`src/rtl/hazard_scoreboard.sv`:
```
// Pipeline hazard scoreboard: tracks in-flight register producers after D and
// the multiply/divide unit, producing the D-stage stall and forwarding selects.
module hazard_scoreboard #(
  parameter int unsigned NSTAGE   = 3,
  parameter int unsigned MULT_CYC = 5,
  parameter int unsigned DIV_CYC  = 10
) (
  input  logic       clk,
  input  logic       reset,
  input  logic [4:0] d_rs,
  input  logic [4:0] d_rt,
  input  logic [1:0] d_tuse_rs,
  input  logic [1:0] d_tuse_rt,
  input  logic       d_wr_en,
  input  logic [4:0] d_wr_addr,
  input  logic [1:0] d_tnew,
  input  logic       d_md_start,
  input  logic       d_md_is_div,
  input  logic       d_md_use,
  output logic       stall,
  output logic [1:0] fwd_rs,
  output logic [1:0] fwd_rt,
  output logic       md_busy
);

  localparam int unsigned MAX_CYC = (DIV_CYC > MULT_CYC) ? DIV_CYC : MULT_CYC;
  localparam int unsigned CW      = $clog2(MAX_CYC + 1);
  localparam logic [1:0]  TUSE_NONE = 2'd3;

  logic [NSTAGE-1:0] valid_q, valid_d;
  logic [4:0]        addr_q [NSTAGE];
  logic [4:0]        addr_d [NSTAGE];
  logic [1:0]        tnew_q [NSTAGE];
  logic [1:0]        tnew_d [NSTAGE];
  logic [CW-1:0]     cnt_q, cnt_d;

  logic       hit_rs, hit_rt;
  logic [1:0] tnew_rs, tnew_rt;
  logic [1:0] src_rs, src_rt;
  logic       haz_rs, haz_rt, haz_md;

  assign md_busy = (cnt_q != '0);

  // Youngest-match lookup: scan oldest to youngest so the youngest hit wins.
  always_comb begin
    hit_rs  = 1'b0;
    hit_rt  = 1'b0;
    tnew_rs = 2'd0;
    tnew_rt = 2'd0;
    src_rs  = 2'd0;
    src_rt  = 2'd0;
    for (int k = int'(NSTAGE) - 1; k >= 0; k--) begin
      if (valid_q[k] && (addr_q[k] == d_rs) && (d_rs != 5'd0)) begin
        hit_rs  = 1'b1;
        tnew_rs = tnew_q[k];
        src_rs  = 2'(k + 1);
      end
      if (valid_q[k] && (addr_q[k] == d_rt) && (d_rt != 5'd0)) begin
        hit_rt  = 1'b1;
        tnew_rt = tnew_q[k];
        src_rt  = 2'(k + 1);
      end
    end
  end

  // Hazard detection and forwarding selects; forced quiet while in reset.
  always_comb begin
    haz_rs = hit_rs && (d_tuse_rs != TUSE_NONE) && (tnew_rs > d_tuse_rs);
    haz_rt = hit_rt && (d_tuse_rt != TUSE_NONE) && (tnew_rt > d_tuse_rt);
    haz_md = (d_md_start || d_md_use) && md_busy;
    stall  = !reset && (haz_rs || haz_rt || haz_md);
    fwd_rs = (!reset && hit_rs && (tnew_rs == 2'd0)) ? src_rs : 2'd0;
    fwd_rt = (!reset && hit_rt && (tnew_rt == 2'd0)) ? src_rt : 2'd0;
  end

  // Next state: shift the producer pipe and run the MDU counter.
  always_comb begin
    valid_d    = '0;
    valid_d[0] = !stall && d_wr_en && (d_wr_addr != 5'd0);
    addr_d[0]  = d_wr_addr;
    tnew_d[0]  = d_tnew;
    for (int k = 1; k < int'(NSTAGE); k++) begin
      valid_d[k] = valid_q[k-1];
      addr_d[k]  = addr_q[k-1];
      tnew_d[k]  = (tnew_q[k-1] == 2'd0) ? 2'd0 : tnew_q[k-1] - 2'd1;
    end

    cnt_d = cnt_q;
    if (d_md_start && !stall) begin
      cnt_d = d_md_is_div ? CW'(DIV_CYC) : CW'(MULT_CYC);
    end else if (cnt_q != '0) begin
      cnt_d = cnt_q - CW'(1);
    end
  end

  always_ff @(posedge clk) begin
    if (reset) begin
      valid_q <= '0;
      for (int k = 0; k < int'(NSTAGE); k++) begin
        addr_q[k] <= 5'd0;
        tnew_q[k] <= 2'd0;
      end
      cnt_q <= '0;
    end else begin
      valid_q <= valid_d;
      for (int k = 0; k < int'(NSTAGE); k++) begin
        addr_q[k] <= addr_d[k];
        tnew_q[k] <= tnew_d[k];
      end
      cnt_q <= cnt_d;
    end
  end

endmodule

```
`config.mk`:
```
export PLATFORM = sky130hd
export DESIGN_NAME = hazard_scoreboard
export DESIGN_NICKNAME = d
export VERILOG_FILES = /design/src/rtl/hazard_scoreboard.sv
export SDC_FILE = /design/constraint.sdc
export NUM_CORES = 1
export LEC_CHECK = 0
export ABC_AREA = 1
export CAP_MARGIN = 15
export CORE_MARGIN = 1.5
export CORE_UTILIZATION = 40
export DETAILED_ROUTE_END_ITERATION = 12
export PLACE_DENSITY = 0.68
export SLEW_MARGIN = 5
export SYNTH_ARGS = -nofsm -noshare
export SYNTH_HDL_FRONTEND = slang
export SYNTH_SLANG_ARGS = --single-unit
```
`constraint.sdc`:
```
create_clock -name clk -period 4.05 [get_ports clk]
set_clock_uncertainty 0.1 [all_clocks]
set_input_delay 0.81 -clock clk [delete_from_list [all_inputs] [get_ports clk]]
set_output_delay 0.81 -clock clk [all_outputs]
set_load 0.02 [all_outputs]
```
After elaboration in Yosys (flattened, before gate mapping)
Memory sizes are Yosys's and may differ from the RTL's.
Index checks and enable logic that the tools add are counted.
- eq/ne operators: 8
- mux-type cells: 34
- reduce and logical (&&, ||, !) cells: 39
- $lt $le $gt $ge: 2
- add/sub/neg operators: 3
- bitwise gates (word level): 6
- operator list (operator ; number):
    2-to-1 mux 2 bit ; 19
    == test 5 bit ; 6
    logical AND 1 bit ; 25
    2-to-1 mux 5 bit ; 3
    nonzero test 5 bit ; 3
    2-to-1 mux 4 bit ; 3
    2-to-1 mux 1 bit ; 9
    zero test 2 bit ; 4
    OR 1 bit ; 6
    greater-than comparator 2 bit ; 2
    != test 2 bit, second input constant ; 2
    nonzero test 4 bit ; 1
    subtractor 2 x 1 -> 2 bit, second input constant ; 2
    subtractor 4 x 1 -> 4 bit, second input constant ; 1
    logical OR 1 bit ; 3
    zero test 1 bit ; 2
    nonzero test 2 bit ; 1
- memories: 2
- register bits: 7
- input port bits: 27
- output and inout port bits: 6
- bits in writable memories: 21
- memories (name ; words ; width ; read ports ; clocked after Yosys merged registers in ; write ports ; RTL line ; source):
    addr_q ; 3 ; 5 ; 3 ; 0 ; 3 ; 31 ; logic [4:0] addr_q [NSTAGE];
    tnew_q ; 3 ; 2 ; 3 ; 0 ; 3 ; 33 ; logic [1:0] tnew_q [NSTAGE];

Depth between registers and ports, before layout
Gate-level depths: netlist of run 1.
- word-level depth: 14
- gate-level depth with buffers: 23
- depth with buffers taken out: 23

Worst setup path before layout of run 1
Ideal clock, no wire load.
- path type: input port to output port
- start point: input d_rs[4]
- end point: output stall
- stages: 17
- arrival time: 2.633 ns
- path slack: 0.507 ns
- path buffers: 0
- path through: inv_2 > nand3_1 > nor2_2 > nor2_1 > nand2_1 > inv_1 > nor2_1 > nand2_1 > nand3_1 > o21ai_0 > inv_1 > ha_1 > a221oi_1 > nand2_2 > nand3_2 > nand2_4 > inv_1
- longest elaborated chain between the ends: 11
- elaborated cells between the ends (all ways): 22
- classes of those cells: order compare: 1; eq/ne: 3; mux: 6; reduce/logical: 12
- RTL lines (element ; RTL line ; source):
    from (decl) ; 10 ; input logic [4:0] d_rs,
    == test 5 bit ; 53 ; if (valid_q[k] && (addr_q[k] == d_rs) && (d_rs != 5'd0)) begin
    logical AND 1 bit (2 in a row) ; 53 ;
    2-to-1 mux 2 bit / 2-to-1 mux 1 bit (equally long branches) (3 in a row) ; 53 ;
    greater-than comparator 2 bit / logical AND 1 bit (equally long branches) ; 68 ; haz_rs = hit_rs && (d_tuse_rs != TUSE_NONE) && (tnew_rs > d_tuse_rs);
    logical AND 1 bit * ; 68 ;
    logical OR 1 bit * (2 in a row) ; 71 ; stall = !reset && (haz_rs || haz_rt || haz_md);
    logical AND 1 bit * ; 71 ;
    to (decl) ; 20 ; output logic stall,
Mark *: on every way between the ends. The rest lies on a longest branch, timed or not.

Worst setup path after layout of run 1
Same ends and word-level chain as after synthesis.

==> results.json, run 1 <==
{
  "worst_slew_pin_slew_ps": 269,
  "fin_nets": 377,
  "setup_ws_ps": 132,
  "insertion_delay_ps": 280,
  "coreArea_um2": 4320,
  "p_leak_nw": 1.24,
  "drive_gt1_frac": 0.199,
  "yosysSeqAreaShare": 0.315,
  "rows": 24,
  "status": "completed",
  "final_antenna_net_count": 0,
  "fmax_ghz": 0.255,
  "dp_slack_ps": -727,
  "cts_sinks": 28,
  "n_antenna_cell": 0,
  "ys_seq_elements": 28,
  "synthCells": 281,
  "start_kind": "input pin",
  "synth_commonest_cells": "nand2_1, inv_1, nor2_1",
  "totalWireLength_um": 4130,
  "worst-path-max-fanout": 5,
  "crit_path_end_kind": "output port",
  "synth_cell_types": 25,
  "detailedRoute.firstPassIterationCount": 4,
  "synth_nets": 316,
  "fin_crit_ps": 3920,
  "synth.avg_cell_area_um2": 6.33,
  "synth_most_common_cell": "nand2_1",
  "setup_viol": 0,
  "post-route-period-util": 0.967,
  "grt_max_degree": 25,
  "drtIter0Drc": 76,
  "multi_input_area_um2": 1040,
  "register_area_um2": 561,
  "cts.root.buffer_cell": "clkbuf_8",
  "maxCapViolations": 0,
  "grt_pass1_wl_um": 7060,
  "worstSetupPathType": "in2out",
  "synth_top_area_cell": "dfxtp_1",
  "relSlewSlack": 0.820,
  "start_util": 0.411,
  "avgRoutedWirePerCell_um": 10.5,
  "drv_slew": 0,
  "synthArstFlopShare": 0,
  "critPathRequiredTime_ps": 3140,
  "htreeDepth": 1,
  "hold_class": "reg2reg",
  "finalPower_mw": 0.794,
  "synth_edf_count": 0,
  "r2r_cells": 21,
  "yosysWarningCount": 0,
  "cts_hold_buf": 0,
  "clkTransAtPathRegs_ps": 90,
  "synthFlopType": "dfxtp_1",
  "fp.dieH_um": 69.7,
  "min_path_cells": 1,
  "gp_congestion": 0.910,
  "io_buffers": 32,
  "hold_viol_final": 0,
  "grt_pass1_vias": 1641,
  "die_area_um2": 4860,
  "tritoncts": "done",
  "yosys.area.top_type_share": 0.315,
  "dp_hpwl_um": 3240,
  "drc": 0,
  "routed-via-count": 1820,
  "clockBufferDepth": 2,
  "viasPerCell": 4.63,
  "syn_area_um2": 1780,
  "die_w_um": 69.7,
  "ir_drop_uv": 191,
  "synth.top_cells.by_area": "dfxtp_1, nand2_1, inv_1",
  "worst_ep_arrival_time_ps": 3010,
  "io_pins": 33,
  "syn2layout_area_growth_pct": 38.7,
  "cts_buffers": 3,
  "grt.total_usage": 0.175,
  "antenna_found_initial": 0,
  "n_fill_cell": 429,
  "p_per_area_nw_per_um2": 321,
  "grt_overflow_total": 0
}
[state kept, by name, summed over array words and instances (netlist names)]
signal   count
addr_q      15
valid_q      3
cnt_q        4
tnew_q       6
[power breakdown]
group	internal [mW]	switching [mW]
registers	0.300	0.0133
logic	0.118	0.141
clock network	0.132	0.0887
[worst paths after layout]
| kind | end | slack [ps] | from |
|---|---|---|---|
| max | stall | 130 | d_rs[4] |
| max reg2reg | cnt_q[1]$_SDFFE_PP0P_ | 1310 | addr_q[0][8]$_SDFF_PP0_ |
| min | tnew_q[0][4]$_SDFF_PP0_ | 330 | tnew_q[0][2]$_SDFF_PP0_ |
| min reg2reg | tnew_q[0][4]$_SDFF_PP0_ | 330 | tnew_q[0][2]$_SDFF_PP0_ |
[repair_timing]
| item | 4_1_cts | 5_1_grt |
|---|---|---|
| endpoints found under the hold margin | 0 | 0 |
| pin swaps | 4 | 10 |
| buffers inserted | 4 | 5 |
| setup endpoints to repair | 1 | 3 |
| resized for setup | 20 | 17 |
[per-stage QoR]
stage | instances | TNS [ps] | cell area (µm²) | hold WS [ps] | utilization
after floorplan | 281 | 0 | 1780 | 300 | -
final | 393 | 0 | 2470 | 330 | 0.571
after CTS | 388 | 0 | 2390 | 333 | 0.552
after global placement | 380 | -724 | 2280 | 305 | 0.527
after global routing | 393 | -29.5 | 2470 | 361 | 0.571
after detailed placement | 380 | -727 | 2280 | 319 | 0.527
[layer usage]
metal,up-vias,part of all wire,track usage
li1,985,-,-
met1,789,0.49,0.248
met2,41,0.45,0.284
met3,5,0.055,0.0276
met4,0,0.0082,0.0321
met5,-,0,0
[worst max-delay path, cell delays in order]
cell and delay [ps]:
dlygate4sd2_1 260, inv_2 100, nand3_1 110, nor2_2 150
buf_4 130, nor2_1 40, nand2_2 90, nor2_4 50
nand2_1 50, nand3_1 70, o21ai_2 80, inv_1 60
ha_1 300, a221oi_2 290, nand2_2 90, nand3_2 100
nand2_4 50, inv_1 50, buf_4 130
[kinds of logic (layout without fill, tap and decap cells)]
logic type / Yosys count / after routing / share of synthesized area
DFF: 28 / 28 / 0.315
AOI/OAI and AO/OA: 28 / 28 / 0.0928
xor gates and xnor gates: 7 / 7 / 0.0345
buffers and inverters: 60 / 120 / 0.133
and+or+nand+nor: 150 / 150 / 0.368
adders and majority gates: 8 / 8 / 0.0563
[layout by cell type, fill, tap and decap left out, types with 2 or more instances in the layout]
master            n
a21oi_1           9
a221oi_2          2
buf_4            28
clkbuf_8          3
clkdlybuf4s15_1   2
clkdlybuf4s50_1  21
dfxtp_1          28
dlygate4sd2_1     5
dlymetal6s2s_1    2
ha_1              7
inv_1            48
inv_2             9
nand2_1          71
nand2_2           5
nand2_4           2
nand3_1          14
nand3_2           5
nand4_1           3
nor2_1           38
nor2_2            5
nor2_4            2
nor3_1            5
o211ai_1          3
o21ai_0           7
o21ai_2           3
xnor2_1           2
xor2_1            5
[cell type report]
class | instances | share of cell area
clock buffer | 3 | 0.0167
tap | 52 | 0.0264
timing repair buffer | 59 | 0.208
sequential | 28 | 0.227
clock inverter | 1 | 0.0122
inverter | 57 | 0.0867
multi-input combinational | 193 | 0.423
Note: power is estimated with default switching activity, not from simulation.
==> inputs of run 2 (changes only) <==
--- a/config.mk
+++ b/config.mk
@@ -10,6 +10,7 @@
 export CORE_MARGIN = 1.5
 export CORE_UTILIZATION = 40
 export DETAILED_ROUTE_END_ITERATION = 12
+export GPL_ROUTABILITY_DRIVEN = 0
 export PLACE_DENSITY = 0.68
 export SLEW_MARGIN = 5
 export SYNTH_ARGS = -nofsm -noshare
==> results.json, run 2 (synthesis gave the netlist of run 1 again) <==
{
  "status": "completed",
  "sw_frac_of_total": 0.309,
  "combPwrFrac": 0.336,
  "placed_cells": 380,
  "critPathRequiredTime_ps": 3140,
  "grt.total_usage": 0.174,
  "r2r_start": "addr_q[0][8]$_SDFF_PP0_",
  "worstSetupPathType": "in2out",
  "worst-path-max-fanout": 4,
  "cts.root.buffer_cell": "clkbuf_8",
  "hold_ws_ps": 329,
  "hold_viol_final": 0,
  "worst_ep_arrival_time_ps": 2980,
  "htreeDepth": 1,
  "grt_max_degree": 25,
  "die_area_um2": 4860,
  "coreArea_um2": 4320,
  "r2r_slack_ps": 1290,
  "n_fill_cell": 441,
  "insertion_delay_ps": 270,
  "cts_sinks": 28,
  "critical-path-top-delay-family": "simple AND/OR/NAND/NOR gates",
  "routed-via-count": 1843,
  "cts_hold_buf": 0,
  "post-route-period-util": 0.961,
  "clkTransAtPathRegs_ps": 100,
  "postLayoutCoreUtil": 0.573,
  "cp_slowest_cell": "ha_4",
  "ir_drop_uv": 228,
  "syn2layout_area_growth_pct": 39.4,
  "drv_slew": 0,
  "start_kind": "input pin",
  "worst_slew_pin_slew_ps": 366,
  "grt_pass1_vias": 1657,
  "cp_common_cell": "nand2_1",
  "maxCapViolations": 0,
  "largest_register": "addr_q",
  "io_pins": 33,
  "die_w_um": 69.7,
  "crit_path_end_kind": "output port",
  "fin_setup_tns_ps": 0,
  "reg.largest.list": "addr_q x15, tnew_q x6, cnt_q x4",
  "multi_input_area_um2": 1080,
  "rows": 24,
  "grt_overflow_total": 0,
  "fmax_ghz": 0.257,
  "cp_cell_sequence": "dlygate4sd2_1, inv_2, buf_4, nand2_1, nand3_1, nor2_2, a21oi_4, nand2_1, nand3_1, o21ai_2, inv_1, ha_4, a21oi_2, a221oi_2, nand2_1, nand3_4, nand2_4, inv_1, buf_6",
  "p_seq_frac": 0.390,
  "min_to": "tnew_q[0][4]$_SDFF_PP0_",
  "start_util": 0.411,
  "final_antenna_net_count": 0,
  "fp.dieH_um": 69.7,
  "min_path_cells": 1,
  "critPathMaxStageDelay_ps": 280,
  "r2r-end": "cnt_q[1]$_SDFFE_PP0P_",
  "drc": 0,
  "clkPwrFrac": 0.274,
  "finalNonFillerCells": 390,
  "drtIter0Drc": 127,
  "hold_class": "reg2reg",
  "io_buffers": 32,
  "totalWireLength_um": 4200,
  "n_antenna_cell": 0,
  "post_dp_cell_area_um2": 2280,
  "r2r_cells": 18,
  "grt_pass1_wl_um": 6980,
  "p_sw_mw": 0.248,
  "tritoncts": "done",
  "avgRoutedWirePerCell_um": 10.8,
  "clockBufferDepth": 2,
  "drive_gt1_frac": 0.204,
  "cts_buffers": 3,
  "dp_slack_ps": -728,
  "dp_hpwl_um": 3290,
  "min_from": "tnew_q[0][2]$_SDFF_PP0_",
  "largest_reg_flops": 15,
  "fin_crit_ps": 3890,
  "layout_common_cells": "nand2_1, inv_1, nor2_1",
  "finalPower_mw": 0.804,
  "detailedRoute.firstPassIterationCount": 4,
  "p_per_area_nw_per_um2": 324,
  "register_area_um2": 561,
  "design_area_um2": 2480,
  "internal-power_mw": 0.556,
  "setup_viol": 0,
  "p_leak_nw": 1.22,
  "antenna_found_initial": 0,
  "viasPerCell": 4.73,
  "fin_nets": 374,
  "relSlewSlack": 0.753,
  "setup_ws_ps": 158,
  "path_buf_inv": 6,
  "mostFrequentLayoutCell": "nand2_1"
}
-- run 2: layout make-up --
| cell class | count | share of cell area |
|---|---|---|
| clock buffer | 3 | 0.0166 |
| inverter | 57 | 0.0863 |
| multi-input combinational | 193 | 0.436 |
| timing repair buffer | 56 | 0.196 |
| sequential | 28 | 0.226 |
| tap | 52 | 0.0262 |
| clock inverter | 1 | 0.0121 |
-- run 2: worst max-delay path by stage --
| stage | slack, ps | start | cells after the start | to |
|---|---|---|---|---|
| after floorplan | 510 | d_rs[4] | 17 | stall |
| after global placement | -720 | d_rs[3] | 19 | stall |
| after detailed placement | -730 | d_rs[3] | 19 | stall |
| after CTS | 0.2 | d_rt[3] | 17 | stall |
| after global routing | -10 | d_rt[1] | 20 | stall |
| final | 160 | d_rt[0] | 19 | stall |
-- run 2: what timing repair did --
| action | 4_1_cts | 5_1_grt |
|---|---|---|
| pin swaps | 7 | 19 |
| setup endpoints to repair | 1 | 3 |
| buffers inserted | 5 | 1 |
| cloned | 0 | 0 |
| resized for setup | 24 | 23 |
-- run 2: power by group through the flow --
stage	clock (mW)	sequential, mW	combinational [mW]
floorplan	0	0.316	0.160
global placement	0	0.319	0.246
detailed placement	0	0.320	0.250
CTS	0.224	0.313	0.258
global route	0.236	0.317	0.299
finish	0.221	0.314	0.270
-- run 2: per-layer routing --
layer	track usage	vias up	wire length, µm
met5	0	-	0
met4	0.0449	0	25
met3	0.0349	4	257
met2	0.286	56	1900
met1	0.234	805	2020
li1	-	978	-
==> inputs of run 3 (changes only) <==
--- a/config.mk
+++ b/config.mk
@@ -8,10 +8,10 @@
 export ABC_AREA = 1
 export CAP_MARGIN = 15
 export CORE_MARGIN = 1.5
-export CORE_UTILIZATION = 40
+export CORE_UTILIZATION = 52
 export DETAILED_ROUTE_END_ITERATION = 12
 export GPL_ROUTABILITY_DRIVEN = 0
-export PLACE_DENSITY = 0.68
+export PLACE_DENSITY = 0.84
 export SLEW_MARGIN = 5
 export SYNTH_ARGS = -nofsm -noshare
 export SYNTH_HDL_FRONTEND = slang
==> results.json, run 3 (synthesis gave the netlist of run 1 again) <==
{
  "status": "complete, but fails checks",
  "violations": "setup timing",
  "largest_register": "addr_q",
  "drtIter0Drc": 189,
  "p_sw_mw": 0.241,
  "fp.dieH_um": 61.5,
  "detailedRoute.firstPassIterationCount": 5,
  "hold_ws_ps": 337,
  "layout_common_cells": "nand2_1, inv_1, nor2_1",
  "clkPwrFrac": 0.193,
  "crit_path_end_kind": "output port",
  "p_per_area_nw_per_um2": 292,
  "critPathMaxStageDelay_ps": 280,
  "p_leak_nw": 1.21,
  "io_buffers": 32,
  "dp_slack_ps": -696,
  "sw_frac_of_total": 0.340,
  "io_pins": 33,
  "coreArea_um2": 3310,
  "cp_slowest_cell": "dlygate4sd2_1",
  "mostFrequentLayoutCell": "nand2_1",
  "drive_gt1_frac": 0.214,
  "grt_overflow_total": 0,
  "hold_viol_final": 0,
  "antenna_found_initial": 0,
  "internal-power_mw": 0.468,
  "finalPower_mw": 0.708,
  "critical-path-top-delay-family": "buffers and inverters",
  "clkTransAtPathRegs_ps": 140,
  "combPwrFrac": 0.363,
  "viasPerCell": 5.08,
  "ir_drop_uv": 230,
  "cts_buffers": 3,
  "critPathRequiredTime_ps": 3140,
  "drv_slew": 0,
  "hold_class": "reg2reg",
  "die_w_um": 61.5,
  "worstSetupPathType": "in2out",
  "fin_setup_tns_ps": -1.39,
  "start_kind": "input pin",
  "fin_nets": 373,
  "grt_pass1_vias": 1638,
  "avgRoutedWirePerCell_um": 11.9,
  "die_area_um2": 3780,
  "fmax_ghz": 0.247,
  "htreeDepth": 1,
  "cts_sinks": 28,
  "dp_hpwl_um": 3260,
  "worst_ep_arrival_time_ps": 3140,
  "path_buf_inv": 5,
  "worst-path-max-fanout": 4,
  "rows": 21,
  "setup_viol": 1,
  "start_util": 0.537,
  "clockBufferDepth": 2,
  "worst_slew_pin_slew_ps": 316,
  "grt.total_usage": 0.233,
  "final_antenna_net_count": 0,
  "reg.largest.list": "addr_q x15, tnew_q x6, cnt_q x4",
  "n_antenna_cell": 0,
  "syn2layout_area_growth_pct": 36.4,
  "post-route-period-util": 1.00,
  "cts.root.buffer_cell": "clkbuf_4",
  "largest_reg_flops": 15,
  "maxCapViolations": 0,
  "routed-via-count": 1946,
  "grt_pass1_wl_um": 6730,
  "totalWireLength_um": 4560,
  "drc": 0,
  "fin_crit_ps": 4050,
  "p_seq_frac": 0.445,
  "setup_ws_ps": -1.39,
  "cp_cell_sequence": "dlygate4sd2_1, buf_4, xnor2_2, nand2_1, nor2_4, nand2_1, o211ai_1, o21ai_1, ha_1, inv_1, a21oi_1, a221oi_2, nand2_1, nand3_4, nand2_4, inv_1, buf_4",
  "cp_common_cell": "nand2_1",
  "postLayoutCoreUtil": 0.733,
  "tritoncts": "done",
  "insertion_delay_ps": 330,
  "grt_max_degree": 25,
  "relSlewSlack": 0.787
}
## run 3: changes by cell type in the layout (fill, tap and decap cells not counted), moves of 2 or more
cell      delta
buf_6        -2
inv_1        -2
clkbuf_8     -2
clkbuf_4     +3
inv_2        +2
## run 3: metrics by stage
stage / std cells / area, µm²
floorplan: 281 / 1780
global placement: 371 / 2250
detailed placement: 371 / 2250
CTS: 380 / 2350
global route: 383 / 2430
finish: 383 / 2430
## run 3: area by class of cell
| class | instances | area [µm²] |
|---|---|---|
| Multi-Input combinational cell | 193 | 1090 |
| Fill cell | 275 | 885 |
| Sequential cell | 28 | 561 |
| Timing Repair Buffer | 55 | 470 |
| Inverter | 57 | 214 |
| Tap cell | 46 | 57.6 |
| Clock buffer | 4 | 36.3 |
## run 3: worst register-to-register path, delay by kind of cell (launching register included)
kind | cells | cell delay, ps
AND/OR/NAND/NOR | 12 | 1040
AO/OA/AOI/OAI | 4 | 680
flip-flops | 1 | 390
adder cells (fa/ha/maj) | 1 | 210
buffers and inverters | 3 | 200
## run 3: worst paths after layout
kind	from	endpoint	slack, ps	depth (start not counted)
worst min-delay path	tnew_q[0][2]$_SDFF_PP0_	tnew_q[0][4]$_SDFF_PP0_	340	1
worst max-delay path	d_rt[2]	stall	-1	17
worst min register to register	tnew_q[0][2]$_SDFF_PP0_	tnew_q[0][4]$_SDFF_PP0_	340	1
worst max register to register	addr_q[0][6]$_SDFF_PP0_	cnt_q[1]$_SDFFE_PP0P_	1330	20
## run 3: what timing repair did
item,4_1_cts,5_1_grt
hold endpoints to repair,0,0
gates resized for setup,24,23
pin swaps,5,10
setup endpoints to repair,1,4
hold buffers,0,0
setup buffers,5,3
## run 3: per-layer routing
metal	vias to the layer above	wire, µm	track usage
li1	976	-	-
met3	7	282	0.0189
met5	-	0	0
met1	870	1940	0.314
met4	0	65	0.0517
met2	93	2270	0.405
## run 3: power by group through the flow
stage | Sequential (mW) | Combinational (mW) | Clock (mW)
after detailed placement | 0.320 | 0.244 | 0
after global placement | 0.319 | 0.238 | 0
final | 0.315 | 0.257 | 0.137
after floorplan | 0.316 | 0.160 | 0
after CTS | 0.314 | 0.245 | 0.140
after global routing | 0.318 | 0.289 | 0.151
